**src/rtl/down_count_monitor.sv**
```systemverilog
// Down-counter monitor: locks onto a 4-bit decrement sequence and pulses wrap on each 0->15 underflow seen in LOCK.
// Latency: 1 cycle. Every output comes from a register, except locked, which is decoded directly from the state register.
// Backpressure: none; en=0 freezes all state (wrap drops), FAULT holds until clr/rst.
//
// Ports: clk, rst (async active-low), clr (sync clear), en (sample valid),
//        cnt_in[3:0] (QD..QA) -> wrap, epoch[EPOCH_W-1:0], locked, err, state[1:0].
// Optional feature macro: DCM_STEP_CHECK_EN -- an illegal step in LOCK enters a sticky
// FAULT state and raises err. Without it, an illegal step drops back to SYNC and err is 0.
module down_count_monitor #(
    parameter int EPOCH_W  = 8,
    parameter int SYNC_CNT = 2
) (
    input  logic               clk,
    input  logic               rst,
    input  logic               clr,
    input  logic               en,
    input  logic [3:0]         cnt_in,
    output logic               wrap,
    output logic [EPOCH_W-1:0] epoch,
    output logic               locked,
    output logic               err,
    output logic [1:0]         state
);

    typedef enum logic [1:0] {
        IDLE  = 2'd0,
        SYNC  = 2'd1,
        LOCK  = 2'd2,
        FAULT = 2'd3
    } state_t;

    localparam logic [3:0]         SYNC_TGT  = 4'(SYNC_CNT);
    localparam logic [EPOCH_W-1:0] EPOCH_MAX = '1;

    state_t     st;
    logic [3:0] prev;
    logic [2:0] step_cnt;

    logic       good_step;
    logic       underflow;
    logic [3:0] step_next;

    // Modulo-16 wrap of prev - 1 makes 0 -> 15 a good step automatically.
    assign good_step = (cnt_in == (prev - 4'd1));
    assign underflow = (prev == 4'd0) && (cnt_in == 4'd15);
    // One bit wider so the compare against SYNC_CNT=7 cannot alias.
    assign step_next = {1'b0, step_cnt} + 4'd1;

    assign locked = (st == LOCK);
    assign state  = st;

`ifdef DCM_STEP_CHECK_EN
    logic err_q;
    assign err = err_q;
`else
    assign err = 1'b0;
`endif

    always_ff @(posedge clk or negedge rst) begin
        if (!rst) begin
            st       <= IDLE;
            prev     <= 4'd0;
            step_cnt <= 3'd0;
            wrap     <= 1'b0;
            epoch    <= '0;
`ifdef DCM_STEP_CHECK_EN
            err_q    <= 1'b0;
`endif
        end else if (clr) begin
            st       <= IDLE;
            prev     <= 4'd0;
            step_cnt <= 3'd0;
            wrap     <= 1'b0;
            epoch    <= '0;
`ifdef DCM_STEP_CHECK_EN
            err_q    <= 1'b0;
`endif
        end else begin
            // wrap is a single-cycle pulse; only an underflow in LOCK re-asserts it.
            wrap <= 1'b0;
            case (st)
                IDLE: begin
                    if (en) begin
                        prev     <= cnt_in;
                        step_cnt <= 3'd0;
                        st       <= SYNC;
                    end
                end
                SYNC: begin
                    if (!en) begin
                        st <= IDLE;
                    end else begin
                        prev <= cnt_in;
                        if (good_step) begin
                            if (step_next == SYNC_TGT) begin
                                st       <= LOCK;
                                step_cnt <= 3'd0;
                            end else begin
                                step_cnt <= step_next[2:0];
                            end
                        end else begin
                            step_cnt <= 3'd0;
                        end
                    end
                end
                LOCK: begin
                    // en=0 keeps prev so the next valid sample is checked against it.
                    if (en) begin
                        prev <= cnt_in;
                        if (good_step) begin
                            if (underflow) begin
                                wrap <= 1'b1;
                                if (epoch != EPOCH_MAX) begin
                                    epoch <= epoch + 1'b1;
                                end
                            end
                        end else begin
`ifdef DCM_STEP_CHECK_EN
                            st    <= FAULT;
                            err_q <= 1'b1;
`else
                            st       <= SYNC;
                            step_cnt <= 3'd0;
`endif
                        end
                    end
                end
                default: begin
                    // FAULT: frozen until clr or rst.
                    st <= st;
                end
            endcase
        end
    end

endmodule

```
**config.mk**
```make
export PLATFORM = sky130hd
export DESIGN_NAME = down_count_monitor
export DESIGN_NICKNAME = d
export VERILOG_FILES = /design/src/rtl/down_count_monitor.sv
export SDC_FILE = /design/constraint.sdc
export NUM_CORES = 1
export LEC_CHECK = 0
export CAP_MARGIN = 20
export CORE_UTILIZATION = 45
export CTS_CLUSTER_DIAMETER = 200
export CTS_CLUSTER_SIZE = 14
export DETAILED_ROUTE_END_ITERATION = 10
export GPL_TIMING_DRIVEN = 0
export PLACE_DENSITY = 0.7
export SETUP_SLACK_MARGIN = 0.2
export SLEW_MARGIN = 20
export SYNTH_ARGS = -nofsm -noshare
export SYNTH_HDL_FRONTEND = slang
export SYNTH_SLANG_ARGS = --single-unit
export TNS_END_PERCENT = 20
```
**constraint.sdc**
```tcl
create_clock -name clk -period 2.5 [get_ports clk]
set_clock_uncertainty 0.1 [all_clocks]
set_input_delay 0.5 -clock clk [delete_from_list [all_inputs] [get_ports clk]]
set_output_delay 0.5 -clock clk [all_outputs]
set_load 0.02 [all_outputs]
```
==> impl_summary.md <==
Die
The area of the core region is 2320 sq um. The die area is 2760 sq um. The chip height is 52.6 microns. For this configuration, the core starts out at a cell density of 0.496. The floorplan has 17 rows. For this design the top-level I/O count stands at 21. The floorplan step set the die width to 52.6 microns.

Yosys
In the post-synthesis netlist, the biggest area contributors are dfrtp_1, nand2_1, a21oi_1. The number of instances in the synthesized netlist is 127. The total of warnings raised by yosys is 0.

Of the total synthesized cell area, the portion taken by AND, OR, NAND and NOR gates is 0.295. The portion of netlist area occupied by mux cells is 0.0185. The proportion of synthesized chip area in sequential cells is 0.391. The average instance in the mapped netlist occupies approximately 9.1 sq um. After synthesis, the largest family of logic cells by area is simple AND/OR/NAND/NOR gates.

The xor and xnor fraction of the mapped netlist area is 0.0663. dfrtp_1 takes more of the synthesized area than any other cell. The share of synthesized area in the top cell type comes to 0.391.

The cell area after synthesis is about 1200 sq um. In this run, distinct cell masters in the synthesized netlist total 41. The synthesized design contains 0 enable-type register cells. Among all flip-flop cells after synthesis, the most frequent one is dfrtp_1. The fraction of the mapped netlist area in adder cells is 0.0435. The post-synthesis compound-gate area fraction is 0.130.

Counting every net in the synthesized netlist gives 139. The number of register bits inferred by synthesis is 18. After synthesis, the share of flip-flops with an asynchronous set or reset is 1.00.

Timing
At the pin with the least slew margin, the transition time is 801 ps. The worst pin sits at a relative slew slack of 0.464. The number of endpoints with negative hold slack in the final report was 0. The count of pins over their slew limit is 0. In the final timing run, aggregate negative setup slack is 0 ps. Setup violations remaining at the end of the flow were counted as 0. For the finished layout, the period the worst path requires is 2240 ps. Setup repair after global routing could not meet its margin everywhere.

For this run, the top clock speed supported by timing is around 0.45 GHz. Of the available clock period, the critical path in the final layout requires 0.897. The setup slack after layout is 257 ps.

Routing
After detailed routing, the number of vias per cell comes to 5.84. The first-pass detailed-route iteration total is 5. The total DRC errors in the routed layout is 0. The residual antenna-violating net count after detailed routing is 0. After detailed routing, the average wire length per cell comes to 14.3 microns. The final routed wirelength across all metal layers is 2610 microns. The routed via count is 1062. After the first detailed-routing iteration, the DRC count stood at 18.

Clocking
TritonCTS built the clock tree. TritonCTS created 3 clock buffers. The number of hold buffers added after CTS was 0.

The clock insertion delay at the later pin of the skew report is 300 ps. The clock sink count is 18. The clock-pin slew of the registers on the worst-case setup and hold paths is 110 ps. The number of H-tree branching levels is 1. The root buffer cell chosen for the clock tree is clkbuf_4. The number of buffers on the longest clock path is 2.

Pwr
The power density over the cells is 398 nW/um^2. The overall power after layout is 0.000595 W. Across the VDD grid, the largest voltage drop is 266 uV. The analysis attributes to cell leakage a power of roughly 0.66 nW.

Place
The final HPWL from detailed placement is 1790 microns. The placer congestion estimate is 0.768. The worst slack at placement is -144 ps. The count of buffers added on input and output ports is 17. The area of placed instances is 1360 sq um.

Global routing
Across every metal layer, demand over resource in global routing totals 0.213. The maximum number of pins on one net before global-route repair is 19. The wire length of the first global-routing pass is 4260 microns. The number of antenna violations at the first check in global routing was 0. Summed over all layers, the global routing overflow is 0.

The number of global-route vias before repair is approximately 970.

Critical path
STA puts the critical path data arrival time at 2370 ps. Data on the critical path is required at its endpoint by ~2600 ps. In this run the worst path has a maximum fanout of 4. The startpoint-to-endpoint class of the critical path is reg2reg.

STA classifies the critical path endpoint as a flop. The worst setup path is launched from a flop.

Final layout
The most common cell after layout, fill and taps aside is dfrtp_1. At the end of the flow, the number of nets in the layout was 167. The number of fillers in the final layout is 199. The final instance area is 1490 sq um. The library cells used most frequently in the layout, excluding fill and tap cells, are dfrtp_1, nand2_1, clkdlybuf4s50_1. The count of antenna diodes in the layout is 0.

The fraction of final layout cells sized beyond drive strength 1 is 0.156. Once layout is complete, the utilization of the core stands at 0.644. The synthesis-to-layout area growth is 29.8%.

Hold path
The class of the tightest hold or removal check is in2reg.

Run
The number of max-cap violations is 0.

Outcome
The run finished with clean final reports.
-- critical path, stage by stage, from the launching register on --
cell	delay [ps]
dfrtp_1	420
inv_1	60
ha_1	320
xnor2_2	180
or3_4	410
or4_1	510
a31oi_1	180
-- cells in the mapped netlist (2+ instances only) --
library cell  instances
or4_1                 2
a31oi_1               2
a22oi_1               2
nor2_1                5
dfrtp_1              18
or3_1                 4
o21ai_0               6
a21oi_1              11
nor2b_1               2
nor3_1                4
xnor2_1               5
ha_1                  4
nand3_1               8
inv_1                 8
clkbuf_1              2
nand2_1              17
buf_4                 3
-- flip-flops by register name, summed over array words and instances, names as in the netlist --
name / cells
wrap: 1
prev: 4
step_cnt: 3
state: 2
epoch: 8
-- what timing repair did --
item / 4_1_cts / 5_1_grt
endpoints found under the setup margin: 3 / 7
gates resized for setup: 2 / 8
pin swaps: 0 / 4
buffers inserted: 0 / 5
cloned: 0 / 1
-- final cells by class --
type                    instances  area (sq um)  share of cell area
multi-input cells              97           697               0.466
flip-flops and latches         18           450               0.302
repair buffers                 22           215               0.144
clock buffers                   4          36.3              0.0243
well taps                      28          35.0              0.0235
plain buffers                   5          30.0              0.0201
inverters                       8          30.0              0.0201
-- where the power goes --
group | total, W | internal [W] | switching (W)
registers | 0.000302 | 0.000296 | 0.00000665
clock network | 0.000184 | 0.0000888 | 0.0000948
logic | 0.000109 | 0.0000470 | 0.0000619
total | 0.000595 | 0.000432 | 0.000163
-- path summary, 6_finish.rpt --
path / depth (start not counted) / from / slack (ps) / to
worst max-delay path: 6 / prev[0] / 260 / state[1]
worst max register to register: 6 / prev[0] / 260 / state[1]
max in group asynchronous: 1 / rst / 1250 / epoch[4]
worst min register to register: 2 / prev[1] / 450 / prev[1]
min in group asynchronous: 1 / rst / 560 / step_cnt[2]
worst min-delay path: 3 / cnt_in[2] / 410 / prev[2]
-- through the flow --
stage | std cells | hold slack [ps]
after CTS | 176 | 412
final | 182 | 408
after global placement | 172 | 429
after floorplan | 127 | 104
after detailed placement | 172 | 442
after global routing | 182 | 421
-- per-layer routing --
| metal | track usage | share of wire |
|---|---|---|
| met2 | 0.346 | 0.49 |
| met5 | 0 | 0 |
| met4 | 0.0921 | 0.012 |
| met1 | 0.275 | 0.47 |
| met3 | 0.0377 | 0.028 |
-- logic make-up (layout without fill, tap and decap cells) --
group | count (synthesis) | in the layout
AND/OR/NAND/NOR | 56 | 57
AO/OA/AOI/OAI | 26 | 26
flip-flops | 18 | 18
buffers and inverters | 13 | 39
XOR/XNOR | 7 | 7
adder cells (fa/ha/maj) | 4 | 4
multiplexers | 2 | 2
other | 1 | 1
No activity file was read; power rests on OpenSTA's default activity.
